--- src/rtl/la_idiff_pkg.sv ---
// Shared types for the differential-receiver sequencer: FSM encoding and width helpers.
package la_idiff_pkg;

    typedef enum logic [1:0] {
        S_IDLE   = 2'd0,
        S_ENABLE = 2'd1,
        S_SETTLE = 2'd2,
        S_DONE   = 2'd3
    } state_t;

    function automatic int max_int(input int a, input int b);
        return (a > b) ? a : b;
    endfunction

endpackage

--- src/rtl/la_idiff_seq_if.sv ---
// Pad-side and core-side signals of the receiver sequencer, bundled per lane group.
interface la_idiff_seq_if #(
    parameter int N = 4
);
    logic         start;
    logic [N-1:0] clear;
    logic [N-1:0] in;
    logic [N-1:0] inb;
    logic [N-1:0] en;
    logic         busy;
    logic         ready;
    logic [N-1:0] fault;
    logic [N-1:0] z;

    modport master (
        output start, clear, in, inb,
        input  en, busy, ready, fault, z
    );

    modport slave (
        input  start, clear, in, inb,
        output en, busy, ready, fault, z
    );
endinterface

--- src/rtl/la_idiff_mon.sv ---
// Single-lane monitor: synchronizes the pair, counts in==inb runs, latches a sticky fault.
// Latency: fault sets on the edge cnt reaches FAULTCNT; z is one cycle behind the synced sample.
// No backpressure: clear is a write-1 pulse and wins over a simultaneous set.
module la_idiff_mon #(
    parameter int FAULTCNT = 8,
    parameter int SYNC     = 2,
    parameter int CW       = 4
) (
    input  logic clk,
    input  logic nreset,
    input  logic in,
    input  logic inb,
    input  logic en,
    input  logic act,
    input  logic clear,
    output logic fault,
    output logic z
);
    logic [SYNC-1:0] sp, sn;
    logic            si, sib;
    logic [CW-1:0]   cnt, cnt_nxt;
    logic            fault_nxt;

    assign si  = sp[SYNC-1];
    assign sib = sn[SYNC-1];

    always_comb begin
        cnt_nxt   = '0;
        fault_nxt = fault;
        if (act && !clear && (si == sib)) begin
            cnt_nxt = (cnt == CW'(FAULTCNT)) ? cnt : cnt + CW'(1);
        end
        if (clear) begin
            fault_nxt = 1'b0;
        end else if (cnt_nxt == CW'(FAULTCNT)) begin
            fault_nxt = 1'b1;
        end
    end

    always_ff @(posedge clk or negedge nreset) begin
        if (!nreset) begin
            sp    <= '0;
            sn    <= '0;
            cnt   <= '0;
            fault <= 1'b0;
            z     <= 1'b0;
        end else begin
            sp    <= {sp[SYNC-2:0], in};
            sn    <= {sn[SYNC-2:0], inb};
            cnt   <= cnt_nxt;
            fault <= fault_nxt;
            z     <= si & en & ~fault;
        end
    end
endmodule

--- src/rtl/la_idiff_seq.sv ---
// Power-up sequencer enabling N differential receivers one by one, plus per-lane fault monitors.
// Latency: ready rises N*(SETTLE+1)+1 cycles after start; z trails the pads by SYNC+1 cycles.
// No backpressure: start restarts the sequence from any state; faults survive a restart.
module la_idiff_seq #(
    parameter int N        = 4,
    parameter int SETTLE   = 16,
    parameter int FAULTCNT = 8,
    parameter int SYNC     = 2
) (
    input  logic           clk,
    input  logic           nreset,
    la_idiff_seq_if.slave  io
);
    import la_idiff_pkg::*;

    localparam int CW = $clog2(max_int(SETTLE, FAULTCNT) + 1);
    localparam int LW = (N > 1) ? $clog2(N) : 1;
    localparam logic [LW-1:0] LAST = LW'(N - 1);

    state_t        state, state_nxt;
    logic [LW-1:0] lane, lane_nxt;
    logic [CW-1:0] scnt, scnt_nxt;
    logic [N-1:0]  en_q, en_nxt;
    logic          busy_q, busy_nxt;
    logic          ready_q, ready_nxt;
    logic [N-1:0]  act, fault_v, z_v;

    always_comb begin
        state_nxt = state;
        lane_nxt  = lane;
        scnt_nxt  = scnt;
        en_nxt    = en_q;
        busy_nxt  = busy_q;
        ready_nxt = ready_q;
        case (state)
            S_ENABLE: begin
                en_nxt[lane] = 1'b1;
                scnt_nxt     = CW'(SETTLE - 1);
                state_nxt    = S_SETTLE;
            end
            S_SETTLE: begin
                if (scnt != '0) begin
                    scnt_nxt = scnt - CW'(1);
                end else if (lane == LAST) begin
                    state_nxt = S_DONE;
                end else begin
                    lane_nxt  = lane + LW'(1);
                    state_nxt = S_ENABLE;
                end
            end
            S_DONE: begin
                busy_nxt  = 1'b0;
                ready_nxt = 1'b1;
            end
            default: ;
        endcase
        // start takes precedence in every state, including a restart mid-sequence
        if (io.start) begin
            state_nxt = S_ENABLE;
            lane_nxt  = '0;
            en_nxt    = '0;
            busy_nxt  = 1'b1;
            ready_nxt = 1'b0;
        end
    end

    always_ff @(posedge clk or negedge nreset) begin
        if (!nreset) begin
            state   <= S_IDLE;
            lane    <= '0;
            scnt    <= '0;
            en_q    <= '0;
            busy_q  <= 1'b0;
            ready_q <= 1'b0;
        end else begin
            state   <= state_nxt;
            lane    <= lane_nxt;
            scnt    <= scnt_nxt;
            en_q    <= en_nxt;
            busy_q  <= busy_nxt;
            ready_q <= ready_nxt;
        end
    end

    // A lane is monitored only once its own settle time has elapsed.
    for (genvar i = 0; i < N; i++) begin : g_mon
        assign act[i] = en_q[i] && ((lane > LW'(i)) || (state == S_DONE));

        la_idiff_mon #(
            .FAULTCNT (FAULTCNT),
            .SYNC     (SYNC),
            .CW       (CW)
        ) u_mon (
            .clk    (clk),
            .nreset (nreset),
            .in     (io.in[i]),
            .inb    (io.inb[i]),
            .en     (en_q[i]),
            .act    (act[i]),
            .clear  (io.clear[i]),
            .fault  (fault_v[i]),
            .z      (z_v[i])
        );
    end

    assign io.en    = en_q;
    assign io.busy  = busy_q;
    assign io.ready = ready_q;
    assign io.fault = fault_v;
    assign io.z     = z_v;
endmodule
--- src/flat_wrapper.sv ---
// flat-port wrapper written by rule: the top's interface ports become plain ports
module la_idiff_seq_flat import la_idiff_pkg::*;
#(
    parameter int N        = 4,
    parameter int SETTLE   = 16,
    parameter int FAULTCNT = 8,
    parameter int SYNC     = 2
)
  (clk, nreset, io_start, io_clear, io_in, io_inb, io_en, io_busy, io_ready, io_fault, io_z);
  la_idiff_seq_if #(.N(N)) io_i ();
  input  logic clk;
  input  logic nreset;
  input wire logic [$bits(io_i.start)-1:0] io_start;
  input wire logic [$bits(io_i.clear)-1:0] io_clear;
  input wire logic [$bits(io_i.in)-1:0] io_in;
  input wire logic [$bits(io_i.inb)-1:0] io_inb;
  output wire logic [$bits(io_i.en)-1:0] io_en;
  output wire logic [$bits(io_i.busy)-1:0] io_busy;
  output wire logic [$bits(io_i.ready)-1:0] io_ready;
  output wire logic [$bits(io_i.fault)-1:0] io_fault;
  output wire logic [$bits(io_i.z)-1:0] io_z;
  assign io_i.start = io_start;
  assign io_i.clear = io_clear;
  assign io_i.in = io_in;
  assign io_i.inb = io_inb;
  assign io_en = io_i.en;
  assign io_busy = io_i.busy;
  assign io_ready = io_i.ready;
  assign io_fault = io_i.fault;
  assign io_z = io_i.z;
  la_idiff_seq #(.N(N), .SETTLE(SETTLE), .FAULTCNT(FAULTCNT), .SYNC(SYNC)) u_core (.clk(clk), .nreset(nreset), .io(io_i));
endmodule
--- config.mk ---
export PLATFORM = sky130hd
export DESIGN_NAME = la_idiff_seq_flat
export DESIGN_NICKNAME = d
export VERILOG_FILES = /design/src/rtl/la_idiff_pkg.sv /design/src/rtl/la_idiff_seq_if.sv /design/src/rtl/la_idiff_mon.sv /design/src/rtl/la_idiff_seq.sv /design/src/flat_wrapper.sv
export SDC_FILE = /design/constraint.sdc
export NUM_CORES = 1
export LEC_CHECK = 0
export CAP_MARGIN = 20
export CORE_MARGIN = 2
export CORE_UTILIZATION = 43
export DETAILED_ROUTE_END_ITERATION = 6
export HOLD_SLACK_MARGIN = 0.06
export PLACE_DENSITY = 0.61
export SLEW_MARGIN = 20
export SYNTH_ARGS = -nofsm -noshare
export SYNTH_HDL_FRONTEND = slang
export SYNTH_SLANG_ARGS = --single-unit
--- constraint.sdc ---
create_clock -name clk -period 5.5 [get_ports clk]
set_input_delay 1.65 -clock clk [delete_from_list [all_inputs] [get_ports clk]]
set_output_delay 1.65 -clock clk [all_outputs]
set_load 0.01 [all_outputs]
Word level (Yosys, flattened, before mapping)
Cells that the tools add are included.
{ "classes": {"add_sub_neg": 6, "n_lt_le_gt_ge": 6, "eq_ne": 20, "muxes": 34, "bitwise_logic": 13, "reduce_logical": 34} }
{ "op_table": {"columns": ["operator", "n"], "rows": [
  ["$mux 5", 9],
  ["$eq 5x4->1 const B", 8],
  ["$add 5x1->5 const B", 4],
  ["$reduce_bool 2->1", 8],
  ["$mux 2", 7],
  ["$logic_and 1x1->1", 13],
  ["$mux 1", 13],
  ["$pmux 5 s2", 1],
  ["$and 1x1->1", 8],
  ["$mux 4", 2],
  ["$eq 2x2->1 const B", 3],
  ["$reduce_bool 5->1", 1],
  ["$sub 5x1->5 const B", 1],
  ["$eq 1x1->1", 4],
  ["$gt 2x1->1 const B", 2],
  ["$gt 2x2->1 const B", 2],
  ["$logic_not 1->1", 4],
  ["$logic_or 1x1->1", 4],
  ["$ne 2x2->1 const B", 2],
  ["$not 1->1", 4],
  ["$or 4x4->4", 1],
  ["$pmux 2 s2", 1],
  ["$reduce_and 2->1", 2],
  ["$lt 2x3->1 const B", 1],
  ["8 further kinds", 8]
]} }
{ "totals": {"register_bits": 59, "output_inout_bits": 14} }

Logic depth before layout (Yosys ltp)
Gate-level depths: netlist of the first run.
{ "logic_depth": {"depth_word": 9, "mapped_depth": 6, "ltp_nobuf": 6} }

Hierarchy
A second synthesis of the first run with hierarchy kept.
{ "unflattened": {"hier_cells": 250, "area_unflattened_um2": 2762.6} }
{ "by_module_without_submodules": {"columns": ["module", "n_inst", "cells_per_inst", "area_each_um2", "seq_area_each_um2"], "rows": [
  ["la_idiff_mon", 4, 42, 485.5, 275.3],
  ["la_idiff_seq", 1, 82, 820.8, 375.4]
]} }

Worst setup path after synthesis of the first run
Ideal clock, no wire load.
{ "synth_path": {"path_type": "input to register", "from": "input io_clear[1]", "to": "register u_core.g_mon[1].u_mon.fault", "arrival_time_ns": 2.579, "required_time_ns": 5.396, "setup_slack_ns": 2.818, "path_stages": 4, "path_buffers": 0, "cell_sequence": "inv_1 -> o2111ai_1 -> or4b_1 -> a221oi_1"} }
{ "synth_via": {"elab_chain_len": 6, "word_cells_on_any_way": 7, "classes_between": "1 x eq/ne; 2 x mux; 4 x reduce/logical"} }
{ "synth_rtl": {"columns": ["item", "line", "source"], "rows": [
  ["from (decl)", "flat_wrapper.sv:14", "input wire logic [$bits(io_i.clear)-1:0] io_clear;"],
  ["$logic_not 1->1", "la_idiff_mon.sv:30", "if (act && !clear && (si == sib)) begin"],
  ["$logic_and 1x1->1 (2 in series)", "la_idiff_mon.sv:30", null],
  ["$mux 5", "la_idiff_mon.sv:30", null],
  ["$eq 5x4->1", "la_idiff_mon.sv:35", "end else if (cnt_nxt == CW'(FAULTCNT)) begin"],
  ["$reduce_bool 2->1 (no source line)", null, null],
  ["to (signal assigned)", "la_idiff_mon.sv:51", "fault <= fault_nxt;"],
  ["to (decl)", "la_idiff_mon.sv:16", "output logic fault,"]
]} }
Several ways; a longest one is shown, not always the timed one.
A chain may end at the register's enable or synchronous reset.

Worst setup path in the final report of the first run
{ "layout_path": {"from": "register u_core.en_q[3], in the netlist u_core.io.en[3]", "to": "output io_en[3]"} }
{ "layout_rtl": {"columns": ["item", "line", "source"], "rows": [
  ["from (decl)", "la_idiff_seq.sv:23", "logic [N-1:0] en_q, en_nxt;"],
  ["from (signal assigned)", "la_idiff_seq.sv:79", "en_q <= en_nxt;"],
  ["to (decl)", "flat_wrapper.sv:17", "output wire logic [$bits(io_i.en)-1:0] io_en;"]
]} }
No word-level cell between the ends.

==> run summary, run 1 <==
Synth area leaders = dfrtp_1 (54%), ha_1 (6.0%), nor2_1 (4.5%)
Vias/cell = 5.08
sequential area share after synthesis = 0.542
Die W = 83.6 um
H-tree depth = 3
Setup CP Type = reg -> out
post-synth top area cell = dfrtp_1
cell count after synthesis = 251
drt initial violations = 61
Resized cells post-CTS = 0
total vias in the final route = 1805
# rows = 28
maximum VDD drop = 0.148 mV
Routed wire per std cell = 13.1 um
Core ar. = 0.00603 sq mm
total track usage = 0.152
vias in the first global route = 1766
layout cell share with drive strength beyond 1 = 0.0821
Worst Tran Pin Value = 0.551 ns
clock power share = 0.413
Hold Path End = u_core.g_mon[0].u_mon.sp[1]
Setup TNS Final = 0 ns
Initial Util = 0.452
Worst Path Required = 3.85 ns
worst r2r src = u_core.g_mon[1].u_mon.cnt[0]
status = completed
count of cell types in the netlist = 44
worst flop-to-flop path endpoint = u_core.g_mon[1].u_mon.fault
initial antenna violation count = 0
Lkg Pwr = 1.36 nW
Pwr Total = 0.000851 W
crit-path leading delay family = buffers and inverters
I/O pin cnt = 29
slowest stage delay, CP = 0.57 ns
Sw Ratio = 0.220
count leader, synth = dfrtp_1
Commonest cells post-synth = dfrtp_1 (59), nor2_1 (33), inv_1 (24)
sw power = 0.000187 W
CP cell instances = clkdlybuf4s50_1
RSZ-0062 raised after global routing = no
total clock buffers created by CTS = 9
# clock sinks = 59
Post-Route WL = 4640 um
pwr/cell area = 268 mW/mm^2
Finished Layout Cells = 355
Worst slew margin = 0.627
Syn. warnings = 0
Final Hold Fails = 0
flop2flop setup slack = 3.38 ns
max cap viols = 0
# DRC = 0
Hold Path Class = reg -> reg
Worst setup SP type = flop
hold_sp = u_core.g_mon[0].u_mon.sp[0]
CTS tree = done
Syn Nets = 279
crit-path max FO = 5
Final Max Slew Viols = 0
Nets = 304
Post-Syn Area = 0.00272 sq mm
final setup fails = 0
crit path buf inv count = 1
Final Hold Slack = 0.347 ns
Int Pwr = 0.000664 W
Post-CTS Setup Bufs = 0
fin crit share = 0.543
Seq cells post-synth = 59
post-synth top area share = 0.542
Worst path slowest cell = clkdlybuf4s50_1
IO Port Bufs = 28
Max Buffers Root-to-Sink = 2
hpwl dp = 3300 um
Worst-Skew Late Latency = 0.33 ns
Fin Clk Skew = 0.00492 ns
first-pass GRT wire length = 8240 um
clk root buf = clkbuf_8
Hold-fix buffers, CTS = 0
Reg power frac = 0.535
drt pass-1 iters = 4
crit path time final = 2.99 ns
fmax = 335 MHz
ys flop type = dfrtp_1
crit path capture type = primary output
async set-reset flop share out of synthesis = 1.00
Overflow after GRT = 0
EDFF count, synth = 0
Cells after DPL = 340
WP data arrival = 1.34 ns
die footprint = 0.00699 sq mm
# diodes = 0
Logic pwr share = 0.052
Syn-to-layout area delta = 16.7%
post-route ant nets = 0
pin count of the biggest net entering global routing = 38
Placer Congestion = 0.778
clk slew on worst S/H paths = 0.06 ns
worst hold stages = 0
Worst R2R Path Depth = 6
Syn Area/Cell = 10.9 sq um
die height = 83.6 um
registers in the layout, indices dropped and copies added (netlist names):
name	count
u_core.state	2
u_core.io.ready	1
u_core.io.en	4
u_core.io.busy	1
u_core.g_mon.u_mon.fault	4
u_core.lane	2
u_core.g_mon.u_mon.cnt	20
u_core.g_mon.u_mon.sp	8
u_core.scnt	5
u_core.g_mon.u_mon.z	4
u_core.g_mon.u_mon.sn	8
stage by stage:
stage | util | cell area (sq um) | setup slack (ns)
6_report | 0.527 | 3180 | 2.51
5_1_grt | 0.527 | 3180 | 2.47
4_1_cts | 0.527 | 3180 | 2.49
3_5_place_dp | 0.498 | 3000 | 2.23
3_3_place_gp | 0.498 | 3000 | 2.28
2_1_floorplan | - | 2720 | 2.82
worst max path at each step:
| stage | from | to | slack (ns) | depth (start not counted) |
|---|---|---|---|---|
| global route | u_core.io.en[1] | io_en[1] | 2.47 | 1 |
| detailed placement | io_clear[1] | u_core.g_mon[1].u_mon.fault | 2.23 | 5 |
| CTS | u_core.io.en[3] | io_en[3] | 2.49 | 1 |
| global placement | io_clear[1] | u_core.g_mon[1].u_mon.fault | 2.28 | 5 |
| floorplan | io_clear[1] | u_core.g_mon[1].u_mon.fault | 2.82 | 4 |
| finish | u_core.io.en[3] | io_en[3] | 2.51 | 1 |
layout make-up:
| type | count | area, sq um |
|---|---|---|
| fillers | 538 | 2850 |
| flip-flops and latches | 59 | 1480 |
| multi-input cells | 153 | 1060 |
| repair buffers | 29 | 283 |
| clock buffers | 13 | 169 |
| well taps | 75 | 93.8 |
| inverters | 24 | 90.1 |
| clock inverters | 2 | 10.0 |
cell families (layout without fill, tap and decap cells):
kind of cell | after synthesis | count (layout) | synth area share
XOR/XNOR | 18 | 18 | 0.0579
buffers and inverters | 39 | 68 | 0.0703
adder cells (fa/ha/maj) | 13 | 13 | 0.0597
multiplexers | 3 | 3 | 0.0119
flip-flops | 59 | 59 | 0.542
AND/OR/NAND/NOR | 84 | 84 | 0.169
AO/OA/AOI/OAI | 35 | 35 | 0.0891
cell usage in the layout, fill, tap and decap left out, drive strengths merged, types with 7 or more instances in the layout:
cell,n
clkdlybuf4s50,27
xor2,9
a21oi,9
nor2,33
nand2,7
xnor2,9
dfrtp,59
ha,13
clkbuf,13
inv,24
nand3,10
metal layers:
metal | vias up | wire length, um | GRT usage
met2 | 24 | 2070 | 0.220
met3 | 9 | 207 | 0.0574
li1 | 897 | - | -
met1 | 875 | 2270 | 0.203
met4 | 0 | 80 | 0.0660
met5 | - | 0 | 0
power groups by stage:
stage | registers, W | clock network [W] | logic, W
2_1_floorplan | 0.000459 | 0 | 0.0000212
3_3_place_gp | 0.000463 | 0 | 0.0000456
3_5_place_dp | 0.000463 | 0 | 0.0000458
4_1_cts | 0.000455 | 0.000365 | 0.0000460
5_1_grt | 0.000457 | 0.000389 | 0.0000503
6_report | 0.000455 | 0.000352 | 0.0000443
Note: power is estimated with default switching activity, not from simulation.
==> run 2, diff against run 1 <==
Clock period 5.5 ns to 3 ns, I/O delays scaled along.
==> run 2 against run 1 <==
Effect of this change: hold slack worse by 0.00066 ns; final area grew 0.39%; critical endpoint is now io_en[1]; sequential power up 83%; sequential cell count stayed put; routed wire length increased by 1.6%; combinational power grew 83%; clock power grew 92%; first-iteration DRC count unchanged; non-clock buffer count unchanged.
==> run summary, run 2 (synthesized netlist as in run 1, its figures left out) <==
status = completed
crit path buf inv count = 1
Setup CP Type = reg -> out
commonest non-fill, non-tap cells in the layout = dfrtp_1 (59), nor2_1 (33), clkdlybuf4s50_1 (27), inv_1 (24)
# clock sinks = 59
fill count = 539
largest registers = u_core.g_mon.u_mon.cnt x20, u_core.g_mon.u_mon.sn x8, u_core.g_mon.u_mon.sp x8
Placer Congestion = 0.778
Vias/cell = 4.98
Worst slew margin = 0.521
drt initial violations = 61
Worst Tran Pin Value = 0.718 ns
Core ar. = 0.00603 sq mm
post-route ant nets = 0
crit-path max FO = 5
pre-CTS setup slack = 0.451 ns
Routed wire per std cell = 13.2 um
Sw Ratio = 0.217
# diodes = 0
total clock buffers created by CTS = 9
Resized cells post-CTS = 0
Reg power frac = 0.524
# rows = 28
register area = 0.00148 sq mm
layout cell share with drive strength beyond 1 = 0.0819
Fin Clk Skew = 0.00759 ns
Worst Path Required = 2.10 ns
die footprint = 0.00699 sq mm
Initial Util = 0.452
pin count of the biggest net entering global routing = 60
Final Hold Slack = 0.347 ns
CTS tree = done
pwr/cell area = 499 mW/mm^2
Max Buffers Root-to-Sink = 2
drt pass-1 iters = 4
crit-path leading delay family = buffers and inverters
initial antenna violation count = 0
Setup TNS Final = 0 ns
H-tree depth = 3
total track usage = 0.149
Int Pwr = 0.00125 W
Logic pwr share = 0.051
Lkg Pwr = 1.37 nW
CP cell instances = clkdlybuf4s50_1
first-pass GRT wire length = 8130 um
PnR worst setup slack = 0.771 ns
RSZ-0062 raised after global routing = no
fmax = 449 MHz
fin crit share = 0.743
clk root buf = clkbuf_8
area of the multi-input gates = 0.00106 sq mm
# DRC = 0
Final Hold Fails = 0
Overflow after GRT = 0
final setup fails = 0
Worst-Skew Late Latency = 0.34 ns
Final Max Slew Viols = 0
maximum VDD drop = 0.309 mV
WP data arrival = 1.33 ns
crit path capture type = primary output
vias in the first global route = 1775
Hold Path Class = reg -> reg
IO Port Bufs = 28
Worst path slowest cell = clkdlybuf4s50_1
hpwl dp = 3320 um
Worst setup SP type = flop
clk slew on worst S/H paths = 0.07 ns
clock power share = 0.425
I/O pin cnt = 29
max reg flops = 20
Post-Route WL = 4710 um
max cap viols = 0
Syn-to-layout area delta = 17.1%
most common cell after layout, fill and taps aside = dfrtp_1
Hold-fix buffers, CTS = 0
Top reg by flops = u_core.g_mon.u_mon.cnt
crit path time final = 2.23 ns
slowest stage delay, CP = 0.56 ns
Post-CTS Setup Bufs = 0
Nets = 304
die height = 83.6 um
total vias in the final route = 1773
sw power = 0.000345 W
Die W = 83.6 um
==> run 2: cell types whose count changed in the layout (fill, tap and decap cells not counted), sizes merged <==
cell / delta
clkbuf: +2
clkinv: -1
==> run 2: path summary, 6_finish.rpt <==
check,start,cells past startpoint,slack [ns],end
worst max-delay path,u_core.io.en[1],1,0.77,io_en[1]
worst min-delay path,u_core.g_mon[1].u_mon.sn[0],0,0.35,u_core.g_mon[1].u_mon.sn[1]
worst max register to register,u_core.scnt[0],6,0.95,u_core.state[1]
worst min register to register,u_core.g_mon[1].u_mon.sn[0],0,0.35,u_core.g_mon[1].u_mon.sn[1]
max in group asynchronous,nreset,2,1.83,u_core.g_mon[0].u_mon.sp[0]
min in group asynchronous,nreset,2,0.70,u_core.g_mon[2].u_mon.cnt[0]
==> run 2: power by group through the flow <==
| stage | combinational [W] | clock, W | sequential, W |
|---|---|---|---|
| after floorplan | 0.0000389 | 0 | 0.000842 |
| after global placement | 0.0000819 | 0 | 0.000848 |
| after detailed placement | 0.0000827 | 0 | 0.000849 |
| after CTS | 0.0000833 | 0.000707 | 0.000834 |
| after global routing | 0.0000908 | 0.000739 | 0.000837 |
| final | 0.0000809 | 0.000676 | 0.000834 |
==> run 2: area by class of cell <==
class / count / area share
timing repair buffer: 29 / 0.0886
inverter: 24 / 0.0282
clock buffer: 15 / 0.0584
sequential: 59 / 0.463
tap: 75 / 0.0294
multi-input combinational: 153 / 0.331
clock inverter: 1 / 0.00157
==> run 2: stage by stage <==
| step | utilization | instances | cell area (sq um) | total power, W |
|---|---|---|---|---|
| 2_1_floorplan | - | 251 | 2720 | 0.000881 |
| 3_3_place_gp | 0.498 | 340 | 3000 | 0.000930 |
| 3_5_place_dp | 0.498 | 340 | 3000 | 0.000931 |
| 4_1_cts | 0.529 | 356 | 3190 | 0.00162 |
| 5_1_grt | 0.529 | 356 | 3190 | 0.00167 |
| 6_report | 0.529 | 356 | 3190 | 0.00159 |
==> run 2: metal layers <==
metal / global-route usage / part of all wire / wire (um)
met4: 0.0704 / 0.024 / 113
met2: 0.232 / 0.46 / 2170
met5: 0 / 0 / 0
met1: 0.181 / 0.47 / 2220
met3: 0.0584 / 0.044 / 207
